--- config.mk ---
export PLATFORM = sky130hd
export DESIGN_NAME = cp_s1_sample_packer
export DESIGN_NICKNAME = d
export VERILOG_FILES = /design/src/rtl/cp_s1_sample_packer.sv
export SDC_FILE = /design/constraint.sdc
export NUM_CORES = 1
export LEC_CHECK = 0
export BUFFER_PORTS_ARGS = -buffer_cell sky130_fd_sc_hd__buf_4
export CORE_MARGIN = 1.5
export CORE_UTILIZATION = 30
export DETAILED_ROUTE_END_ITERATION = 10
export PLACE_DENSITY_LB_ADDON = 0.2
export SYNTH_ARGS = -nofsm -noshare
export SYNTH_HDL_FRONTEND = slang
export SYNTH_SLANG_ARGS = --single-unit
--- constraint.sdc ---
create_clock -name clk -period 3.15 [get_ports clk]
set_clock_uncertainty 0.1 [all_clocks]
set_input_delay 0.4725 -clock clk [delete_from_list [all_inputs] [get_ports clk]]
set_output_delay 0.4725 -clock clk [all_outputs]
set_load 0.005 [all_outputs]
--- src/rtl/cp_s1_sample_packer.sv ---
// cp_s1_sample_packer
//   Packs a stream of SAMPLE_WIDTH-bit chirp samples into READ_RAM_WIDTH-bit RAM words
//   (lane 0 in the least significant bits) and issues one registered RAM write per word.
//   A chirp is armed by i_start. It ends on i_data_last or after DATA_NUM accepted samples.
//   A partial final word is flushed with its unused upper lanes zeroed.
//
// Ports
//   clk, rst_n      : clock, asynchronous active-low reset
//   i_start         : one-cycle pulse, (re)arms a chirp from any state
//   i_data          : input sample
//   i_data_valid    : i_data qualifier
//   i_data_last     : final sample of the chirp (qualified by i_data_valid)
//   o_m1_wr_data    : packed RAM write word (holds when not writing)
//   o_m1_wr_addr    : RAM write address (holds when not writing)
//   o_m1_wr_en      : RAM enable, one cycle per word
//   o_m1_wr_wea     : RAM write enable, identical to o_m1_wr_en
//   o_finish        : one-cycle pulse alongside the final write of a chirp
//   o_overflow      : sticky; samples arrived after a count-terminated chirp
module cp_s1_sample_packer #(
  parameter int unsigned SAMPLE_WIDTH   = 32,
  parameter int unsigned READ_RAM_WIDTH = 128,
  parameter int unsigned DATA_NUM       = 1024,
  parameter int unsigned INIT_ADDR      = 0,
  parameter int unsigned ADD_ADDR       = 1
) (
  input  logic                      clk,
  input  logic                      rst_n,
  input  logic                      i_start,
  input  logic [SAMPLE_WIDTH-1:0]   i_data,
  input  logic                      i_data_valid,
  input  logic                      i_data_last,
  output logic [READ_RAM_WIDTH-1:0] o_m1_wr_data,
  output logic [31:0]               o_m1_wr_addr,
  output logic                      o_m1_wr_en,
  output logic                      o_m1_wr_wea,
  output logic                      o_finish,
  output logic                      o_overflow
);

  localparam int unsigned LANES  = READ_RAM_WIDTH / SAMPLE_WIDTH;
  localparam int unsigned LANE_W = (LANES > 1) ? $clog2(LANES) : 1;
  localparam int unsigned CNT_W  = $clog2(DATA_NUM + 1);

  typedef enum logic {StIdle, StRun} state_e;

  state_e                    r_state;
  logic [LANE_W-1:0]         r_lane;
  logic [CNT_W-1:0]          r_cnt;
  logic [31:0]               r_addr;
  logic [READ_RAM_WIDTH-1:0] r_word;
  logic                      r_armed;   // last chirp ended on the sample count
  logic [READ_RAM_WIDTH-1:0] r_wr_data;
  logic [31:0]               r_wr_addr;
  logic                      r_wr_en;
  logic                      r_finish;
  logic                      r_overflow;

  // Effective chirp context for this cycle: i_start overrides the registered context so a
  // sample arriving with i_start lands in lane 0 of the new chirp.
  logic [LANE_W-1:0]         w_lane;
  logic [CNT_W-1:0]          w_cnt;
  logic [31:0]               w_addr;
  logic [READ_RAM_WIDTH-1:0] w_word;
  logic                      w_run;
  logic                      w_accept;
  logic [READ_RAM_WIDTH-1:0] w_word_nxt;
  logic [CNT_W-1:0]          w_cnt_nxt;
  logic                      w_final;
  logic                      w_emit;

  always_comb begin
    w_lane     = i_start ? '0 : r_lane;
    w_cnt      = i_start ? '0 : r_cnt;
    w_addr     = i_start ? INIT_ADDR : r_addr;
    w_word     = i_start ? '0 : r_word;
    w_run      = i_start | (r_state == StRun);
    w_accept   = w_run & i_data_valid;
    w_word_nxt = w_word;
    w_word_nxt[int'(w_lane)*SAMPLE_WIDTH +: SAMPLE_WIDTH] = i_data;
    w_cnt_nxt  = w_cnt + CNT_W'(1);
    w_final    = i_data_last | (w_cnt_nxt == CNT_W'(DATA_NUM));
    // A last sample in lane LANES-1 is a single write, never an extra empty word.
    w_emit     = (w_lane == LANE_W'(LANES - 1)) | w_final;
  end

  always_ff @(posedge clk or negedge rst_n) begin
    if (!rst_n) begin
      r_state    <= StIdle;
      r_lane     <= '0;
      r_cnt      <= '0;
      r_addr     <= INIT_ADDR;
      r_word     <= '0;
      r_armed    <= 1'b0;
      r_wr_data  <= '0;
      r_wr_addr  <= INIT_ADDR;
      r_wr_en    <= 1'b0;
      r_finish   <= 1'b0;
      r_overflow <= 1'b0;
    end else begin
      r_wr_en  <= 1'b0;
      r_finish <= 1'b0;

      // Restart discards any partial word silently.
      if (i_start) begin
        r_state    <= StRun;
        r_lane     <= '0;
        r_cnt      <= '0;
        r_addr     <= INIT_ADDR;
        r_word     <= '0;
        r_armed    <= 1'b0;
        r_overflow <= 1'b0;
      end

      if (w_accept) begin
        r_cnt <= w_cnt_nxt;
        if (w_emit) begin
          r_wr_en   <= 1'b1;
          r_wr_data <= w_word_nxt;
          r_wr_addr <= w_addr;
          r_addr    <= w_addr + ADD_ADDR;
          r_word    <= '0;
          r_lane    <= '0;
        end else begin
          r_word <= w_word_nxt;
          r_lane <= w_lane + LANE_W'(1);
        end
        if (w_final) begin
          r_state  <= StIdle;
          r_finish <= 1'b1;
          r_armed  <= ~i_data_last;
        end
      end else if (!w_run && i_data_valid && r_armed) begin
        r_overflow <= 1'b1;
      end
    end
  end

  assign o_m1_wr_data = r_wr_data;
  assign o_m1_wr_addr = r_wr_addr;
  assign o_m1_wr_en   = r_wr_en;
  assign o_m1_wr_wea  = r_wr_en;
  assign o_finish     = r_finish;
  assign o_overflow   = r_overflow;

endmodule

==> impl_metrics.env <==
export IMPL_p_seq_share_pct=45.9
export IMPL_drc=0
export IMPL_clk_path_buf_depth=3
export IMPL_vdd_drop_max_mv=0.310
export IMPL_grt_max_degree=97
export IMPL_synth_area_sq_um=14800
export IMPL_nets=1736
export IMPL_mostFrequentLayoutCells="dfrtp_1 (338), buf_4 (242), a21oi_1 (213)"
export IMPL_io_buffer_count=200
export IMPL_wl_per_cell_um=19.2
export IMPL_period_minus_slack_ns=2.99
export IMPL_ys_warn_count=0
export IMPL_layout_area_overhead_vs_synth_pct=25.6
export IMPL_startpoint_type="flip-flop"
export IMPL_dr_pass1_iters=7
export IMPL_numCtsBuffers=40
export IMPL_power_total_w=0.0104
export IMPL_ios=201
export IMPL_post_cts_buffers=0
export IMPL_finalHoldViolations=0
export IMPL_synth_nets=1556
export IMPL_outcome="finished, final reports clean"
export IMPL_fmax_mhz=335
export IMPL_slew_violations=0
export IMPL_cts_tree="done"
export IMPL_setup_viol=0
export IMPL_swShare_pct=26.6
export IMPL_end_kind="flip-flop"
export IMPL_dr_wl_met2_mm=21.3
export IMPL_netlist_top_cells_area="dfrtp_1 (57%), a21oi_1 (7.2%), nand2_1 (5.0%)"
export IMPL_cts_root_buf="clkbuf_16"
export IMPL_final_area_sq_um=18600
export IMPL_combPwrFrac_pct=12.2
export IMPL_ys_async_sr_fraction_pct=100
export IMPL_rsz0062_at_grt="false"
export IMPL_worst_slew_pin_slew_ns=0.985
export IMPL_drt_iter0_drc=725
export IMPL_fin_crit_sh_pct=94.9
export IMPL_drv_cap=0
export IMPL_ys_seq_elements=338
export IMPL_switchingPower_w=0.00276
export IMPL_postRouteWirelength_mm=45.7
export IMPL_top_layer="met4"
export IMPL_synth_area_leader_cell="dfrtp_1"
export IMPL_drive_gt1_share_pct=23.5
export IMPL_pwr_share_clk_pct=41.9
export IMPL_slew_headroom_pct=34.3
export IMPL_fp_dieH_um=225
export IMPL_clkTransAtPathRegs_ns=0.06
export IMPL_hp_class="in -> reg"
export IMPL_initial_core_util_pct=30.3
export IMPL_first_global_vias=12000
export IMPL_clock_latency_ns=0.57
export IMPL_n_fill_cell=4901
export IMPL_antenna_cells=0
export IMPL_whs_ns=0.0664
export IMPL_cp_max_fo=31
export IMPL_die_area_sq_um=50600
export IMPL_final_common_cell="dfrtp_1"
export IMPL_place_area_sq_um=17300
export IMPL_rows=81
export IMPL_dp_hpwl_mm=29.2
export IMPL_ant_nets=0
export IMPL_synth_edf_count=0
export IMPL_syn_inst=1512
export IMPL_gp_routability_congestion=0.762
export IMPL_cp_arrival_ns=3.33
export IMPL_wl_met3_mm=2.82
export IMPL_synth_top_area_share_pct=57.2
export IMPL_internal_power_w=0.00763
export IMPL_antenna_found_initial=0
export IMPL_powerDensity_nw_per_um2=560
export IMPL_vias=12000
export IMPL_die_x_um=225
export IMPL_avgSynthCellArea_sq_um=9.78
export IMPL_numClockSinks=338
export IMPL_grt_ovfl_total=0
export IMPL_synth_flop_cell="dfrtp_1"
export IMPL_via_per_inst=5.05
export IMPL_fp_coreArea_sq_um=48700
export IMPL_critPathRequiredTime_ns=3.49
export IMPL_wirelength_met1_mm=20.7
export IMPL_leakagePower_nw=8.42
export IMPL_grt_pass1_wl_mm=71.5
export IMPL_cts_htree_levels=2
export IMPL_setup_worst_path_class="reg -> reg"
export IMPL_grt_use_total_pct=18.1
export IMPL_yosysUniqueCellTypes=52
export IMPL_yosysSeqAreaShare_pct=57.2
==> per-layer routing <==
metal	vias up	GRT usage [%]
li1	5628	-
met1	6016	24.9
met2	326	28.5
met3	67	4.39
met4	0	4.91
met5	-	0
==> cells in the mapped netlist, types with 3 or more instances <==
cell,instances
nor2b_1,22
inv_1,22
nand2_1,198
a21oi_1,214
o21ai_0,39
a211oi_1,4
nand4_1,11
buf_4,12
ha_1,7
dfrtp_1,338
nor2_1,154
mux2_2,63
o22ai_1,97
and4_1,5
mux2i_1,20
clkbuf_1,82
nor3_1,101
buf_2,28
and3_1,8
xor2_1,11
or2_2,4
xnor2_1,12
buf_1,3
nand3_1,21
==> cell type report <==
type                       instances  area (sq um)  share of cell area, %
clock buffer                      57          1110                   6.01
clock inverter                    11          93.8                  0.506
inverter                          23          91.3                  0.492
multi-input combinational       1024          5720                   30.8
sequential                       338          8460                   45.6
tap                              664           831                   4.48
timing repair buffer             265          2250                   12.1
==> worst max-delay path: stages, from the launching register on <==
cell	delay [ns]
dfrtp_1	0.44
nor2b_1	0.18
ha_2	0.21
and2_1	0.17
a211o_1	0.29
a2111oi_4	0.38
nand4_1	0.13
buf_4	0.18
nand2_4	0.18
buf_12	0.22
mux2_2	0.35
==> power by group through the flow <==
stage	Clock (W)	Sequential, W	Combinational (W)
finish	0.00435	0.00477	0.00127
global route	0.00467	0.00480	0.00140
CTS	0.00450	0.00477	0.00130
detailed placement	0	0.00484	0.00129
global placement	0	0.00485	0.00128
floorplan	0	0.00481	0.000514
==> state kept, by name (all words and copies together), names as in the netlist <==
signal        count
r_addr           32
r_cnt            11
o_m1_wr_data    128
o_finish          1
r_state           1
r_armed           1
r_lane            2
o_overflow        1
o_m1_wr_addr     32
r_word          128
o_m1_wr_en        1
==> cells by family (layout without fill, tap and decap cells) <==
| group | after synthesis | in the layout | share of synthesized area (%) |
|---|---|---|---|
| compound gates | 371 | 371 | 14.1 |
| simple gates | 539 | 539 | 16.1 |
| xor+xnor | 23 | 23 | 1.36 |
| fa+ha+maj | 7 | 7 | 0.593 |
| buf+inv | 150 | 356 | 4.45 |
| mux | 84 | 84 | 6.23 |
| flops | 338 | 338 | 57.2 |
==> repair_timing <==
action,in CTS,in global routing
endpoints found under the setup margin,0,7
hold endpoints to repair,48,0
gates resized for setup,0,1
hold buffers,1,0
==> worst paths after layout <==
kind	start	to	slack [ns]	cells past startpoint
max	r_cnt[1]	o_m1_wr_data[121]	0.16	10
min in group asynchronous	rst_n	o_m1_wr_addr[19]	0.33	2
max in group asynchronous	rst_n	o_m1_wr_data[70]	1.72	3
max reg2reg	r_cnt[1]	o_m1_wr_data[121]	0.16	10
min reg2reg	r_addr[31]	r_addr[31]	0.36	1
min	i_data_last	r_armed	0.07	2
==> metrics by stage <==
stage	std cells	utilization, %	setup TNS, ns	worst slack (ns)
CTS	2382	38.1	0	0.152
global placement	2313	35.6	0	0.0265
detailed placement	2313	35.6	0	0.00757
finish	2382	38.1	0	0.161
floorplan	1512	-	-0.0323	-0.0323
global route	2382	38.1	0	0.0200
No activity file was read; power rests on OpenSTA's default activity.
